`src/rtl/afifo_rd_arbiter_if.sv`:
```
// afifo_rd_arbiter_if: bundle between the async FIFO read port, its consumers and the read arbiter.
//   req        per-consumer level read request
//   rempty     FIFO empty flag (read domain)
//   rdata      FIFO head word, first-word-fall-through
//   rinc       FIFO pop strobe
//   gnt        one-hot grant
//   out_valid  popped word valid pulse
//   out_data   popped word
//   out_id     consumer the popped word belongs to
//   burst_done one-cycle pulse after a grant ends
//   master = arbiter side, slave = FIFO/consumer side
interface afifo_rd_arbiter_if #(
  parameter int DATA_WIDTH = 32,
  parameter int NUM_REQ = 4,
  parameter int ID_W = $clog2(NUM_REQ)
);
  logic [NUM_REQ-1:0] req;
  logic rempty;
  logic [DATA_WIDTH-1:0] rdata;
  logic rinc;
  logic [NUM_REQ-1:0] gnt;
  logic out_valid;
  logic [DATA_WIDTH-1:0] out_data;
  logic [ID_W-1:0] out_id;
  logic burst_done;
  modport master(
    input req, rempty, rdata,
    output rinc, gnt, out_valid, out_data, out_id, burst_done
  );
  modport slave(
    output req, rempty, rdata,
    input rinc, gnt, out_valid, out_data, out_id, burst_done
  );
endinterface

```
`src/rtl/afifo_rd_arbiter.sv`:
```
// afifo_rd_arbiter: round-robin sharing of the async FIFO read port among NUM_REQ consumers.
//   rclk  read-domain clock
//   rrst  asynchronous active-high reset
//   bus   master side of afifo_rd_arbiter_if (req/rempty/rdata in; rinc/gnt/out_* /burst_done out)
module afifo_rd_arbiter #(
  parameter int DATA_WIDTH = 32,
  parameter int NUM_REQ = 4,
  parameter int MAX_BURST = 8
) (
  input logic rclk,
  input logic rrst,
  afifo_rd_arbiter_if.master bus
);
  localparam int ID_W = $clog2(NUM_REQ);
  localparam int CW = $clog2(MAX_BURST + 1);
  typedef enum logic {IDLE, BURST} state_t;
  state_t state;
  logic [ID_W-1:0] cur, last, sel, k;
  logic [CW-1:0] cnt;
  logic found, rinc, done;
  logic [NUM_REQ-1:0] gnt;
  logic out_valid, burst_done;
  logic [DATA_WIDTH-1:0] out_data;
  logic [ID_W-1:0] out_id;
  // rotating priority: first requester after the last one granted
  always_comb begin
    sel = last;
    found = 1'b0;
    k = last;
    for (int i = 1; i <= NUM_REQ; i++) begin
      k = ID_W'((int'(last) + i) % NUM_REQ);
      if (!found && bus.req[k]) begin
        sel = k;
        found = 1'b1;
      end
    end
  end
  assign rinc = (state == BURST) & bus.req[cur] & ~bus.rempty;
  // a burst ends on its last allowed pop or as soon as the owner drops its request
  assign done = (state == BURST) & (~bus.req[cur] | (rinc & (cnt == CW'(MAX_BURST - 1))));
  always_ff @(posedge rclk or posedge rrst) begin
    if (rrst) begin
      state <= IDLE;
      gnt <= '0;
      cur <= '0;
      last <= ID_W'(NUM_REQ - 1);
      cnt <= '0;
      out_valid <= 1'b0;
      out_data <= '0;
      out_id <= '0;
      burst_done <= 1'b0;
    end else begin
      out_valid <= rinc;
      burst_done <= done;
      if (rinc) begin
        out_data <= bus.rdata;
        out_id <= cur;
        cnt <= cnt + CW'(1);
      end
      if (state == IDLE && found) begin
        state <= BURST;
        gnt <= NUM_REQ'(1) << sel;
        cur <= sel;
        last <= sel;
        cnt <= '0;
      end else if (done) begin
        state <= IDLE;
        gnt <= '0;
      end
    end
  end
  assign bus.rinc = rinc;
  assign bus.gnt = gnt;
  assign bus.out_valid = out_valid;
  assign bus.out_data = out_data;
  assign bus.out_id = out_id;
  assign bus.burst_done = burst_done;
endmodule

```
`src/flat_wrapper.sv`:
```
// flat-port wrapper written by rule: the top's interface ports become plain ports
module afifo_rd_arbiter_flat 
#(
  parameter int DATA_WIDTH = 32,
  parameter int NUM_REQ = 4,
  parameter int MAX_BURST = 8
)
  (rclk, rrst, bus_req, bus_rempty, bus_rdata, bus_rinc, bus_gnt, bus_out_valid, bus_out_data, bus_out_id, bus_burst_done);
  afifo_rd_arbiter_if #(.DATA_WIDTH(DATA_WIDTH), .NUM_REQ(NUM_REQ)) bus_i ();
  input logic rclk;
  input logic rrst;
  input wire logic [$bits(bus_i.req)-1:0] bus_req;
  input wire logic [$bits(bus_i.rempty)-1:0] bus_rempty;
  input wire logic [$bits(bus_i.rdata)-1:0] bus_rdata;
  output wire logic [$bits(bus_i.rinc)-1:0] bus_rinc;
  output wire logic [$bits(bus_i.gnt)-1:0] bus_gnt;
  output wire logic [$bits(bus_i.out_valid)-1:0] bus_out_valid;
  output wire logic [$bits(bus_i.out_data)-1:0] bus_out_data;
  output wire logic [$bits(bus_i.out_id)-1:0] bus_out_id;
  output wire logic [$bits(bus_i.burst_done)-1:0] bus_burst_done;
  assign bus_i.req = bus_req;
  assign bus_i.rempty = bus_rempty;
  assign bus_i.rdata = bus_rdata;
  assign bus_rinc = bus_i.rinc;
  assign bus_gnt = bus_i.gnt;
  assign bus_out_valid = bus_i.out_valid;
  assign bus_out_data = bus_i.out_data;
  assign bus_out_id = bus_i.out_id;
  assign bus_burst_done = bus_i.burst_done;
  afifo_rd_arbiter #(.DATA_WIDTH(DATA_WIDTH), .NUM_REQ(NUM_REQ), .MAX_BURST(MAX_BURST)) u_core (.rclk(rclk), .rrst(rrst), .bus(bus_i));
endmodule
```
`config.mk`:
```
export PLATFORM = sky130hd
export DESIGN_NAME = afifo_rd_arbiter_flat
export DESIGN_NICKNAME = d
export VERILOG_FILES = /design/src/rtl/afifo_rd_arbiter_if.sv /design/src/rtl/afifo_rd_arbiter.sv /design/src/flat_wrapper.sv
export SDC_FILE = /design/constraint.sdc
export NUM_CORES = 1
export LEC_CHECK = 0
export CAP_MARGIN = 20
export CORE_MARGIN = 2
export CORE_UTILIZATION = 40
export CTS_CLUSTER_DIAMETER = 200
export DETAILED_ROUTE_END_ITERATION = 12
export HOLD_SLACK_MARGIN = 0.05
export PLACE_DENSITY = 0.84
export SYNTH_ARGS = -nofsm -noshare
export SYNTH_HDL_FRONTEND = slang
export SYNTH_SLANG_ARGS = --single-unit
```
`constraint.sdc`:
```
create_clock -name rclk -period 4.5 [get_ports rclk]
set_clock_uncertainty 0.2 [all_clocks]
set_input_delay 0.45 -clock rclk [delete_from_list [all_inputs] [get_ports rclk]]
set_output_delay 0.45 -clock rclk [all_outputs]
set_load 0.03 [all_outputs]
```
==> flow_summary.ini <==
[outcome]
status = finished clean

[final_layout]
drive_gt1_share_pct = 21.0
fin_cells = 291
layout.nets = 263
area_delta_synth_final_pct = 46.7
final_util_pct = 61.7
stdcell_area_um2 = 2970
diodes = 0

[synthesis]
synth_top_cell_area_share_pct = 58.1
ys_types = 36
ys_seq_elements = 49
synth_warnings = 0
synthTopCellsByArea = dfrtp_1 (58%), mux2_2 (18%), mux2i_1 (3.0%)
yosysTopAreaCell = dfrtp_1
avgSynthCellArea_um2 = 14.4
synth_edf_count = 0
synthArstFlopShare_pct = 100
syn-num-nets = 181
yosysSeqAreaShare_pct = 60.7
syn_inst = 141
synth-main-ff-cell = dfrtp_1
syn_area_um2 = 2020

[timing]
fin_tns_setup_ps = 0
slew_headroom_pct = 47.4
slew_viol_final = 0
max_freq_mhz = 350
min_period_ps = 2850
hold-worst-slack_ps = 267
setup_viol = 0
rsz0062_at_grt = no
worst_pin_slew_ps = 784
hold_viol_final = 0
worst_slack_ps = 1650
period_share_pct = 63.4

[drt]
vias = 1402
via_per_inst = 4.82
firstDrtPassIters = 3
wl_met3_um = 275
totalWireLength_um = 3990
drcViolationCount = 0
top_layer = met4
wire_per_inst_um = 13.7
antenna_left = 0
drt_iter0_drc = 44
m1WireLength_um = 1760
wl_met2_um = 1930

[clock_network]
clkSinkCount = 49
cts_hold_buffers = 0
cts_tree = done
root_buffer = clkbuf_8
cts.htree.levels = 2
cts_buffers = 5
clk_pin_slew_ps = 80
clockBufferDepth = 2
insertion_delay_ps = 290
cts_resized = 0
post-cts-setup-buffers = 0

[die]
rows = 25
start_util_pct = 42.0
dieArea_um2 = 5650
die_w_um = 75.1
boundaryPins = 80
fp.coreArea_um2 = 4820
die-height_um = 75.1

[placed_design]
place_area_um2 = 2870
portBuffers = 79
dpl.hpwl_um = 2860
gp_congestion = 0.768
dpl.cell_count = 282
place_ws_ps = 1640

[pwr]
power_density_nw_per_um2 = 756
p_sw_share_pct = 39.9
total_power_mw = 2.25
leakage_nw = 1.23
p_comb_share_pct = 54.4
sequentialPowerShare_pct = 34.9
power_switching_mw = 0.895
peakVddDrop_uv = 370
power.internal_mw = 1.35
clkPwrFrac_pct = 10.7

[global_routing]
overflow = 0
track_usage_pct = 14.4
grt_max_degree = 50
grt_antenna_before_repair = 0
grt_pass1_wl_um = 6150
grt_pass1_vias = 1391

[setup_path]
crit_path_cell_trace = clkdlybuf4s50_1, or3b_1, o22ai_4, clkdlybuf4s50_1
r2r-start = u_core.state
worstSetupEndpoint = bus_rinc
slowest_stage = clkdlybuf4s50_1
reg2reg_to = u_core.bus.out_data[10]
regToRegSetupSlack_ps = 2260
required_ps = 3850
cp_max_fo = 3
slowest_delay_ps = 710
critPathLaunch = bus_rempty
end_kind = output port
critical_path_class = primary input to output port
crit_arrival_ps = 2200
path_common_cell = clkdlybuf4s50_1
ff2ff_path_depth = 4
cp-start-kind = primary input

[flow_run]
maxCapViolations = 0

[worst_hold_path]
hp-class = primary input to asynchronous set/reset pin
-- Yosys cell counts (2+ instances only) --
cell and n:
a21oi_1 4, a32o_1 2, clkbuf_1 2, dfrtp_1 47, dfstp_2 2, inv_1 3
mux2_2 33, mux2i_1 6, nand2_1 3, nand2b_1 2, nor2_1 7, o21a_1 2
o21ai_0 4, o2bb2ai_1 2
-- critical path, delay by kind of cell --
family	cells	cell delay (ps)
buffers and inverters	2	1150
and+or+nand+nor	1	430
AOI/OAI and AO/OA	1	180
-- power by group through the flow --
| stage | logic [mW] | registers (mW) | clock network, mW |
|---|---|---|---|
| after floorplan | 0.407 | 1.14 | 0 |
| after global routing | 1.30 | 0.814 | 0.267 |
| after CTS | 1.23 | 0.786 | 0.252 |
| after detailed placement | 1.23 | 0.796 | 0 |
| final | 1.22 | 0.783 | 0.240 |
| after global placement | 1.21 | 0.786 | 0 |
-- how the worst min path moves through the flow --
stage	start	to	slack [ps]	cells past startpoint
after detailed placement	u_core.cnt[3]	u_core.cnt[3]	260	1
after global placement	u_core.cnt[3]	u_core.cnt[3]	260	1
final	rrst	u_core.bus.out_data[5]	270	2
after floorplan	u_core.cnt[3]	u_core.cnt[3]	230	1
after CTS	u_core.cnt[3]	u_core.cnt[3]	280	1
after global routing	rrst	u_core.bus.out_data[7]	310	2
-- area by class of cell --
class / count / area, um2
Timing Repair Buffer: 81 / 818
Clock inverter: 2 / 10.0
Multi-Input combinational cell: 83 / 746
Tap cell: 67 / 83.8
Clock buffer: 6 / 72.6
Fill cell: 401 / 1850
Sequential cell: 49 / 1230
Inverter: 3 / 11.3
-- sequential cells by signal, summed over array words and instances, names as in the netlist --
name	count
u_core.bus.out_data	32
u_core.bus.out_valid	1
u_core.bus.out_id	2
u_core.last	2
u_core.state	1
u_core.cnt	4
u_core.cur	2
u_core.bus.gnt	4
u_core.bus.burst_done	1
-- layer usage --
metal / global-route usage (%) / vias up
met5: 0 / -
met4: 4.09 / 0
met3: 3.75 / 5
met2: 24.8 / 49
met1: 18.0 / 674
li1: - / 674
-- cells by family (layout without fill, tap and decap cells) --
logic type | count (synthesis) | count (layout) | share of synthesized area (%)
xor gates and xnor gates | 1 | 1 | 0.433
muxes | 40 | 40 | 22.4
adders and majority gates | 1 | 1 | 0.618
DFF | 49 | 49 | 60.7
buffers and inverters | 9 | 92 | 2.84
AOI/OAI and AO/OA | 20 | 20 | 7.23
and+or+nand+nor | 21 | 21 | 5.75
-- cells in the final DEF (no fill, tap or decap), drive strengths merged, types with 2 or more instances in the layout --
cell	n
mux2	33
o21ai	4
inv	3
clkbuf	6
nor2	7
a32o	2
dfstp	2
clkinv	2
dfrtp	47
nand2	3
buf	2
a21oi	4
mux2i	6
o2bb2ai	2
nand2b	2
o21a	2
clkdlybuf4s50	79
Note: power is estimated with default switching activity, not from simulation.
